--- src/rtl/reg_lock_file_pkg.sv ---
// reg_lock_file_pkg: shared widths, types and reset values for the register file and its scoreboard.
package reg_lock_file_pkg;
  localparam int NREG  = 8;
  localparam int WIDTH = 16;
  localparam int CNT_W = 2;
  localparam int AW    = $clog2(NREG);
  typedef logic [AW-1:0]    reg_addr_t;
  typedef logic [WIDTH-1:0] reg_value_t;
  typedef enum logic [1:0] {SPEC_SP, SPEC_IH, SPEC_RA} spec_e;
  localparam reg_value_t RST_VAL = '0;
endpackage

--- src/rtl/reg_lock_file_lock_counter.sv ---
// lock_counter: saturating up/down in-flight counter; a simultaneous lock and unlock
// nets to zero change, except that an unlock at zero fails and lets the lock through.
module lock_counter #(
  parameter int CNT_W = 2
) (
  input  logic             clk,
  input  logic             rst_n,
  input  logic             i_inc,
  input  logic             i_dec,
  output logic [CNT_W-1:0] o_cnt,
  output logic             o_zero,
  output logic             o_full,
  output logic             o_err
);
  logic [CNT_W-1:0] r_cnt;
  assign o_cnt  = r_cnt;
  assign o_zero = r_cnt == '0;
  assign o_full = &r_cnt;
  assign o_err  = (i_dec && o_zero) || (i_inc && !i_dec && o_full);
  always_ff @(posedge clk or negedge rst_n)
    if (!rst_n) r_cnt <= '0;
    else if (i_inc && i_dec && o_zero) r_cnt <= CNT_W'(1);
    else if (i_inc && !i_dec && !o_full) r_cnt <= r_cnt + CNT_W'(1);
    else if (i_dec && !i_inc && !o_zero) r_cnt <= r_cnt - CNT_W'(1);
endmodule

--- src/rtl/reg_lock_file.sv ---
// reg_lock_file: architectural registers R0-R7, SP, IH, RA with write forwarding and a
// per-register in-flight lock scoreboard that stalls decode on busy sources.
module reg_lock_file
  import reg_lock_file_pkg::*;
(
  input  logic             clk,
  input  logic             rst_n,
  input  logic             write_reg_ctrl,
  input  logic [AW-1:0]    write_reg_addr,
  input  logic [WIDTH-1:0] write_reg_data,
  input  logic             unlock_reg,
  input  logic [AW-1:0]    unlock_reg_addr,
  input  logic             wrsp,
  input  logic             wrih,
  input  logic             wrra,
  input  logic [WIDTH-1:0] sp_reg_data,
  input  logic             lock_reg,
  input  logic [AW-1:0]    lock_reg_addr,
  input  logic [AW-1:0]    rd0_addr,
  input  logic [AW-1:0]    rd1_addr,
  output logic [WIDTH-1:0] rd0_data,
  output logic [WIDTH-1:0] rd1_data,
  output logic             rd0_busy,
  output logic             rd1_busy,
  output logic [WIDTH-1:0] sp_out,
  output logic [WIDTH-1:0] ih_out,
  output logic [WIDTH-1:0] ra_out,
  output logic             lock_full,
  output logic             lock_err
);
  reg_value_t       r_regs [NREG];
  reg_value_t       r_sp, r_ih, r_ra;
  logic             r_lock_err;
  logic [CNT_W-1:0] w_cnt [NREG];
  logic [NREG-1:0]  w_inc, w_dec, w_zero, w_full, w_err;
  for (genvar i = 0; i < NREG; i++) begin : g_cnt
    assign w_inc[i] = lock_reg && lock_reg_addr == reg_addr_t'(i);
    assign w_dec[i] = unlock_reg && unlock_reg_addr == reg_addr_t'(i);
    lock_counter #(.CNT_W(CNT_W)) u_cnt (
      .clk    (clk),
      .rst_n  (rst_n),
      .i_inc  (w_inc[i]),
      .i_dec  (w_dec[i]),
      .o_cnt  (w_cnt[i]),
      .o_zero (w_zero[i]),
      .o_full (w_full[i]),
      .o_err  (w_err[i])
    );
  end
  always_ff @(posedge clk or negedge rst_n)
    if (!rst_n) begin
      for (int k = 0; k < NREG; k++) r_regs[k] <= RST_VAL;
      r_sp       <= RST_VAL;
      r_ih       <= RST_VAL;
      r_ra       <= RST_VAL;
      r_lock_err <= 1'b0;
    end else begin
      if (write_reg_ctrl) r_regs[write_reg_addr] <= write_reg_data;
      if (wrsp) r_sp <= sp_reg_data;
      if (wrih) r_ih <= sp_reg_data;
      if (wrra) r_ra <= sp_reg_data;
      r_lock_err <= r_lock_err | (|w_err);
    end
  assign rd0_data = write_reg_ctrl && rd0_addr == write_reg_addr ? write_reg_data : r_regs[rd0_addr];
  assign rd1_data = write_reg_ctrl && rd1_addr == write_reg_addr ? write_reg_data : r_regs[rd1_addr];
  // A source whose last lock is released this cycle is already free.
  assign rd0_busy = !w_zero[rd0_addr] && !(w_dec[rd0_addr] && w_cnt[rd0_addr] == CNT_W'(1));
  assign rd1_busy = !w_zero[rd1_addr] && !(w_dec[rd1_addr] && w_cnt[rd1_addr] == CNT_W'(1));
  assign sp_out    = wrsp ? sp_reg_data : r_sp;
  assign ih_out    = wrih ? sp_reg_data : r_ih;
  assign ra_out    = wrra ? sp_reg_data : r_ra;
  assign lock_full = lock_reg && w_full[lock_reg_addr] && !w_dec[lock_reg_addr];
  assign lock_err  = r_lock_err;
endmodule

--- config.mk ---
export PLATFORM = sky130hd
export DESIGN_NAME = reg_lock_file
export DESIGN_NICKNAME = d
export VERILOG_FILES = /design/src/rtl/reg_lock_file_pkg.sv /design/src/rtl/reg_lock_file_lock_counter.sv /design/src/rtl/reg_lock_file.sv
export SDC_FILE = /design/constraint.sdc
export NUM_CORES = 1
export LEC_CHECK = 0
export CORE_MARGIN = 4
export CORE_UTILIZATION = 56
export CTS_CLUSTER_SIZE = 8
export DETAILED_ROUTE_END_ITERATION = 7
export GPL_ROUTABILITY_DRIVEN = 1
export PLACE_DENSITY = 0.81
export SETUP_SLACK_MARGIN = 0.1
export SLEW_MARGIN = 20
export SYNTH_ARGS = -nofsm -noshare
export SYNTH_HDL_FRONTEND = slang
export SYNTH_SLANG_ARGS = --single-unit
--- constraint.sdc ---
create_clock -name clk -period 1.8 [get_ports clk]
set_input_delay 0.27 -clock clk [delete_from_list [all_inputs] [get_ports clk]]
set_output_delay 0.27 -clock clk [all_outputs]
set_load 0.005 [all_outputs]
==> results.yml <==
outcome:
  status: "finished with violations"
  violations: "setup timing"
placed_design:
  placed_area_um2: 13300
  place.gp.congestion: 0.899
  place_hpwl_mm: 19.1
  pre_cts_ws_ns: -0.904
  placement.io_buffers: 138
final_layout:
  fin_area_um2: 14500
  layout.cells.most_common: "dfrtp_1"
  layout_common_cells: "dfrtp_1, mux2_2, buf_4, mux4_2, nor2_1"
  drive_above_1_share_pct: 53.0
  fin_nets: 1135
  syn2layout_area_growth_pct: 36.7
global_route:
  grt_pass1_vias: 8907
  grt_max_degree: 79
  antenna_found_initial: 0
  overflow: 0
  grt.total_usage_pct: 29.5
  grt_pass1_wl_mm: 49.1
yosys:
  avgSynthCellArea_um2: 13.3
  synth_seq_cells: 193
  yosysUniqueCellTypes: 56
  synth_top_area_share_pct: 45.4
  synth_edf_count: 0
  yosysSeqAreaShare_pct: 45.4
  syn-num-nets: 854
  synthFlopType: "dfrtp_1"
  netlist_area_um2: 10600
  async_reset_ff_share_pct: 100
  synthCells: 799
  synth_area_leader_cell: "dfrtp_1"
  yosys-top-cells-area: "dfrtp_1, mux2_2, mux4_2"
  yosysWarningCount: 0
cts:
  clk_pin_slew_worst_paths_ns: 0.07
  cts.path.max_buffers: 2
  htreeDepth: 4
  insertion_delay_ns: 0.44
  cts-buffers-inserted: 17
  cts_tree: "done"
  clock_sinks: 193
  clockRootBuffer: "clkbuf_16"
setup_path:
  rrSetupSlack_ns: 0.15
  crit_start: "g_cnt[4].u_cnt.o_cnt[1]"
  worstSetupPathType: "register to primary output"
  regToRegStartpoint: "g_cnt[0].u_cnt.o_cnt[0]"
  crit_family: "compound AO/OA/AOI/OAI gates"
  worstPathCellList: "buf_4, nor4b_4, a31oi_1, o41ai_2, a211o_1, nand2_1, buf_2"
  ff2ff_path_depth: 10
  crit_cells: 7
  worstPathArrival_ns: 2.04
  end_kind: "primary output"
  r2r_end: "lock_err"
  max_stage_delay_ns: 0.41
  crit_required_ns: 1.53
  endpoint: "rd0_busy"
  cpMaxStageDelayCell: "dfrtp_1"
  crit_fanout: 2
  start_kind: "register"
  critPathBufInv: 2
die:
  die_h_um: 146
  core-area_um2: 18700
  die_area_um2: 21300
  start_util_pct: 56.9
  io_pins: 139
  num_rows: 50
  die_x_um: 146
drt:
  wire_per_inst_um: 23.2
  drtAntennaViolNets: 0
  viasPerCell: 6.18
  drc: 0
  dr.pass1.iters: 5
  vias: 8209
  drt_iter0_markers: 634
  drt_wl_total_mm: 30.8
sta:
  final_max_slew_viol_count: 0
  period_share_pct: 128
  slew_headroom_pct: 68.6
  rsz0062_at_grt: "yes"
  hold_ws_ns: 0.259
  fmax_mhz: 433
  finalSetupViolations: 35
  fin_ws_ns: -0.511
  clock_skew_ns: 0.00933
  hold_viol: 0
  fin_crit_ns: 2.31
  tightestPinTransition_ns: 0.467
hold_path:
  hold_class: "input port to asynchronous set/reset pin"
power:
  power_mw: 13.9
  peakVddDrop_mv: 0.851
  power_density_nw_per_um2: 953
  leakage_nw: 6.34
run:
  max-cap-violations: 0
[cell usage after synthesis, drive strengths merged (2+ instances only)]
cell,number
a311o,2
a21oi,45
o32ai,2
nor4b,2
mux2,177
nor3,3
nand2,25
mux2i,34
and4bb,2
nand3,15
dfrtp,193
nand4b,6
o21ai,9
and3,2
nor3b,8
or3,7
xnor2,15
o31ai,3
nor4bb,2
nand4,8
a31oi,2
o211ai,2
nor2b,4
nor4,2
mux4,67
nor2,61
buf,50
a22o,3
clkbuf,29
and4b,2
a211oi,2
nand2b,4
[flip-flops by register name, summed over array words and instances, names as in the netlist]
signal and cells:
r_ih 16, r_ra 16, lock_err 1, r_sp 16, r_regs 128, g_cnt.u_cnt.o_cnt 16
[what timing repair did]
action                                  4_1_cts  5_1_grt
setup buffers                                58        5
endpoints found under the hold margin        60        0
cloned                                        4        0
endpoints found under the setup margin       85       37
gates resized for setup                     258       31
hold buffers                                  1        0
pin swaps                                    39       23
[logic make-up after synthesis]
| kind of cell | after synthesis | share of synthesized area [%] |
|---|---|---|
| simple gates | 156 | 8.83 |
| buf+inv | 79 | 3.96 |
| mux | 278 | 36.1 |
| compound gates | 77 | 4.36 |
| xor+xnor | 16 | 1.32 |
| flops | 193 | 45.4 |
[metal layers]
| metal | GRT usage [%] | vias to the layer above | part of all wire, % |
|---|---|---|---|
| li1 | - | 3551 | - |
| met1 | 37.1 | 4170 | 37 |
| met2 | 49.2 | 419 | 51 |
| met3 | 8.41 | 69 | 8.8 |
| met4 | 10.6 | 0 | 2.7 |
| met5 | 0 | - | 0 |
[power breakdown]
part / internal, mW / switching (mW) / leakage (nW)
clock network: 2.06 / 1.84 / 0.294
registers: 5.13 / 0.553 / 2.32
logic: 2.60 / 1.68 / 3.72
[worst min path at each step]
stage | from | to | cells past startpoint
2_1_floorplan | rst_n | g_cnt[0].u_cnt.o_cnt[0] | 0
3_3_place_gp | rst_n | g_cnt[3].u_cnt.o_cnt[1] | 1
3_5_place_dp | rst_n | g_cnt[3].u_cnt.o_cnt[0] | 1
4_1_cts | rst_n | g_cnt[3].u_cnt.o_cnt[0] | 2
5_1_grt | rst_n | g_cnt[3].u_cnt.o_cnt[0] | 2
6_report | rst_n | g_cnt[3].u_cnt.o_cnt[0] | 2
[area by class of cell]
type	instances	area [um2]
clock buffer	19	453
sequential	193	4830
multi-input combinational	527	5580
clock inverter	13	158
timing repair buffer	341	3230
tap	234	293
antenna	1	2.50
fill	1075	4160
[per-stage QoR]
step / TNS (ns) / util (%) / cells
2_1_floorplan: 0 / - / 799
3_3_place_gp: -50.88 / 70.9 / 1228
3_5_place_dp: -56.71 / 70.9 / 1228
4_1_cts: -8.72 / 77.0 / 1323
5_1_grt: -10.50 / 77.7 / 1327
6_report: -8.54 / 77.7 / 1328
(Power assumes the default switching activity.)
